`src/rtl/fsm_run_arbiter.sv`:
```
// fsm_run_arbiter: round-robin arbiter that sequences one run/done engine among NUM_REQ requesters.
// Optional WAIT timeout is enabled by defining FSM_ARB_TIMEOUT_EN.
module fsm_run_arbiter #(
  parameter int         NUM_REQ     = 4,
  parameter logic [7:0] TIMEOUT_CYC = 8'd255
) (
  input  logic               clk,
  input  logic               reset_n,
  input  logic [NUM_REQ-1:0] i_req,
  output logic [NUM_REQ-1:0] o_grant,
  output logic [NUM_REQ-1:0] o_done,
  output logic               o_run,
  input  logic               i_eng_done,
  output logic               o_busy,
  output logic               o_timeout,
  output logic [1:0]         c_state
);
  localparam int IW = $clog2(NUM_REQ);
  typedef enum logic [1:0] {IDLE = 2'b00, RUN = 2'b01, WAIT = 2'b10, DONE = 2'b11} state_t;
  state_t             r_state, w_next;
  logic [NUM_REQ-1:0] r_grant;
  logic [IW-1:0]      r_ptr, r_idx, w_sel;
  logic               w_any, w_to;
  // Scan from ptr+NUM_REQ down to ptr+1 so the nearest set bit after ptr wins last.
  always_comb begin
    w_sel = r_ptr;
    w_any = 1'b0;
    for (int k = NUM_REQ; k >= 1; k--) begin
      automatic int j = (int'(r_ptr) + k) % NUM_REQ;
      if (i_req[j]) begin
        w_sel = IW'(j);
        w_any = 1'b1;
      end
    end
  end
  always_comb begin
    w_next = r_state;
    case (r_state)
      IDLE:    w_next = w_any ? RUN : IDLE;
      RUN:     w_next = WAIT;
      WAIT:    w_next = (i_eng_done || w_to) ? DONE : WAIT;
      default: w_next = IDLE;
    endcase
  end
  always_ff @(posedge clk) begin
    if (!reset_n) begin
      r_state <= IDLE;
      r_grant <= '0;
      r_ptr   <= IW'(NUM_REQ - 1);
      r_idx   <= '0;
    end else begin
      r_state <= w_next;
      if (r_state == IDLE && w_any) begin
        r_grant        <= '0;
        r_grant[w_sel] <= 1'b1;
        r_idx          <= w_sel;
      end
      if (r_state == DONE) begin
        r_grant <= '0;
        r_ptr   <= r_idx;
      end
    end
  end
`ifdef FSM_ARB_TIMEOUT_EN
  logic [7:0] r_cnt;
  logic       r_to;
  assign w_to = ({1'b0, r_cnt} + 9'd1) == {1'b0, TIMEOUT_CYC};
  // r_to remembers that DONE was reached by the limit rather than by the engine.
  always_ff @(posedge clk) begin
    if (!reset_n) begin
      r_cnt <= '0;
      r_to  <= 1'b0;
    end else begin
      r_cnt <= (r_state == WAIT) ? r_cnt + 8'd1 : 8'd0;
      r_to  <= (r_state == WAIT) && !i_eng_done && w_to;
    end
  end
  assign o_timeout = (r_state == DONE) && r_to;
`else
  assign w_to      = &{1'b0, TIMEOUT_CYC};
  assign o_timeout = 1'b0;
`endif
  assign o_grant = r_grant;
  assign o_done  = (r_state == DONE) ? r_grant : '0;
  assign o_run   = r_state == RUN;
  assign o_busy  = r_state != IDLE;
  assign c_state = r_state;
endmodule

```
`config.mk`:
```
export PLATFORM = sky130hd
export DESIGN_NAME = fsm_run_arbiter
export DESIGN_NICKNAME = d
export VERILOG_FILES = /design/src/rtl/fsm_run_arbiter.sv
export SDC_FILE = /design/constraint.sdc
export NUM_CORES = 1
export LEC_CHECK = 0
export BUFFER_PORTS_ARGS = -buffer_cell sky130_fd_sc_hd__buf_2
export CORE_AREA = 3 3 40 42
export DETAILED_ROUTE_END_ITERATION = 7
export DIE_AREA = 0 0 43 45
export GPL_TIMING_DRIVEN = 0
export PLACE_DENSITY = 0.68
export REMOVE_ABC_BUFFERS = 1
export SETUP_SLACK_MARGIN = 0.5
export SLEW_MARGIN = 10
export SYNTH_ARGS = -nofsm -noshare
export SYNTH_HDL_FRONTEND = slang
export SYNTH_SLANG_ARGS = --single-unit
```
`constraint.sdc`:
```
create_clock -name clk -period 3.9 [get_ports clk]
set_input_delay 0.585 -clock clk [delete_from_list [all_inputs] [get_ports clk]]
set_output_delay 0.585 -clock clk [all_outputs]
set_load 0.02 [all_outputs]
```
==> metrics <==
grt met3 use=0.0757; pwr dens=569 nW/µm²; Post-Synth XOR/XNOR Area=0; Slowest-stage cell, CP=dfxtp_1; Residual DRC=0; Tcrit/Tclk final=0.483; CTS sink cnt=10; Die X=43 µm; crit path max fanout=8; clock buffer count from CTS=3; Tot GR Track Use=0.125; Worst setup endpoint=o_done[1]; TritonCTS clock tree=done; area of the multi-input gates=312 µm²; Crit path required time=3.31 ns; worst setup path startpoint=c_state[0]$_SDFF_PN0_; vias in the first global route=434; CTS Hold Bufs=0; crit start category=flop; core area=1280 µm²; max-slew violations=0; share of cells above drive strength 1=0.265; global route overflow=0; fin worst setup slack=2.02 ns; Fill cells=136; syn avg cell area=8.47 µm²; final RePlAce weighted congestion=0.748; CP Capture Type=output pin; Vias=487; chip height=45 µm; Final Hold Fails=0; Port Buffers=18; Post-Synthesis Cells=64; final core utilization=0.515; Post-Synth Simple-Gate Area=0.208; ys flop type=dfxtp_1; Crit Path Class=reg -> out; Synth Area in Compound Gates=0.249; largest family of logic cells by synthesized area=compound AO/OA/AOI/OAI gates; Clock Pin Slew Worst Setup and Hold Paths=0.06 ns; largest net degree at the start of global routing=11; max-cap violations=0; Final nets=96; Post-Synth Adder-Cell Area=0.0924; # IOs=20; top cell types by occurrence after synthesis=dfxtp_1, nand2_1, and2_1, inv_1; R2R Setup Slk=2.36 ns; first-pass GRT wire length=1700 µm; Reg2Reg Capture Point=o_grant[0]$_SDFFE_PP0P_; root buf cell=clkbuf_4; drt pass-1 iters=3; vias per cell=4.97; synth-to-layout area growth=22.2%; Die Area=1940 µm²; P_leak=0.000322 µW; Most Used Layer, Global Route=met2; pre-CTS WS=2.18 ns; HP Class=reg -> reg; Post-synth ARST share=0; CTS-repair resized insts=0; top post-synthesis cells by area=dfxtp_1, ha_1, o32ai_1, and2_1, nand2_1; Starting DRT DRC Count=8; worst reg2reg startpoint=c_state[0]$_SDFF_PN0_; Seq/Total Area, Yosys=0.370; total negative slack=0 ns; status=finished, final reports clean; Syn. warnings=0; most used standard cell by instance count after synthesis=dfxtp_1; critical-path cell list=ha_1 > and2_1 > buf_2; max incr delay on CP=0.37 ns; crit path DAT=1.30 ns; FF-to-FF path depth=4; EDFF count, synth=0; min Tclk post-route=1.88 ns; number of antenna-violating nets in the routed design=0; Synth area leader=dfxtp_1; RSZ-0062 raised after global routing=no; ant diodes=0; post-synthesis mux area share=0.0185; Hold Slack=0.462 ns; setup violators final=0; Post-Syn Area=542 µm²; Initial Utilization=0.422; worst-case clock buffer depth=2; CTS H-Tree Depth=1; post-CTS setup buffers=0; GRT met1 Usage=0.133; clock skew=0.00527 ns; clock latency on the worst-skew pair=0.26 ns; Synth top area share=0.370; met2 usage=0.192; flops & latches, synth=10; WL final=1070 µm; register area=200 µm²; Max rail drop VDD=0.000267 V; WL/cell=10.9 µm; antenna violations before repair=0; Max Clk Rate=531 MHz; Rows=13; dpl hpwl=828 µm; Yosys cell types=25
-- cell usage in the layout, fill, tap and decap left out, types with 2 or more instances in the layout --
cell,instances
a21oi_1,3
o211ai_1,2
inv_1,5
nand2_1,7
nor2b_1,3
o21ai_0,3
and2_1,5
buf_2,18
nor2_1,3
nand2b_1,2
dfxtp_1,10
ha_1,4
clkbuf_4,3
o32ai_1,4
-- per-layer routing --
metal | up-vias | part of all wire
met1 | 209 | 0.45
met4 | 0 | 0.022
li1 | 261 | -
met2 | 13 | 0.45
met5 | - | 0
met3 | 4 | 0.080
-- power breakdown --
group	internal [µW]	switching, µW	total (µW)	leakage [µW]
Clock	35.4	31.0	66.4	0.0000138
Sequential	128	18.5	146	0.0000821
Combinational	59.7	104	164	0.000226
Total	223	154	377	0.000322
-- critical path: cells and delay by family, from the launching register on --
family | cells | cell delay (ns)
adder cells (fa/ha/maj) | 1 | 0.34
buffers and inverters | 1 | 0.16
AND/OR/NAND/NOR | 1 | 0.17
flip-flops | 1 | 0.37
-- registers in the layout, summed over array words and instances, names as in the netlist --
name and flops:
c_state 2, o_grant 4, r_idx 2, r_ptr 2
-- per-stage QoR --
stage,total power [µW],area [µm²],cells
after detailed placement,314,639,95
after global placement,312,639,95
after CTS,384,662,98
after floorplan,265,531,62
after global routing,409,662,98
final,377,662,98
-- worst min-delay path by stage --
stage	startpoint	end	slack, ns	cells after the start
floorplan	r_idx[0]$_SDFFE_PN0P_	r_ptr[0]$_SDFFE_PN1P_	0.44	2
global placement	r_idx[0]$_SDFFE_PN0P_	r_ptr[0]$_SDFFE_PN1P_	0.45	2
detailed placement	r_idx[0]$_SDFFE_PN0P_	r_ptr[0]$_SDFFE_PN1P_	0.45	2
CTS	r_idx[0]$_SDFFE_PN0P_	r_ptr[0]$_SDFFE_PN1P_	0.47	2
global route	r_idx[0]$_SDFFE_PN0P_	r_ptr[0]$_SDFFE_PN1P_	0.50	2
finish	r_idx[0]$_SDFFE_PN0P_	r_ptr[0]$_SDFFE_PN1P_	0.46	2
-- logic make-up (layout without fill, tap and decap cells) --
kind of cell,Yosys count,after routing
and+or+nand+nor,22,22
other,1,1
DFF,10,10
buffers and inverters,7,26
muxes,1,1
AOI/OAI and AO/OA,19,19
adders and majority gates,4,4
-- area by class of cell --
class / instances / area share
clock buffer: 3 / 0.0340
inverter: 5 / 0.0284
multi-input combinational: 47 / 0.471
sequential: 10 / 0.302
tap: 15 / 0.0284
timing repair buffer: 18 / 0.136
Power figures use the tool's default switching activity.
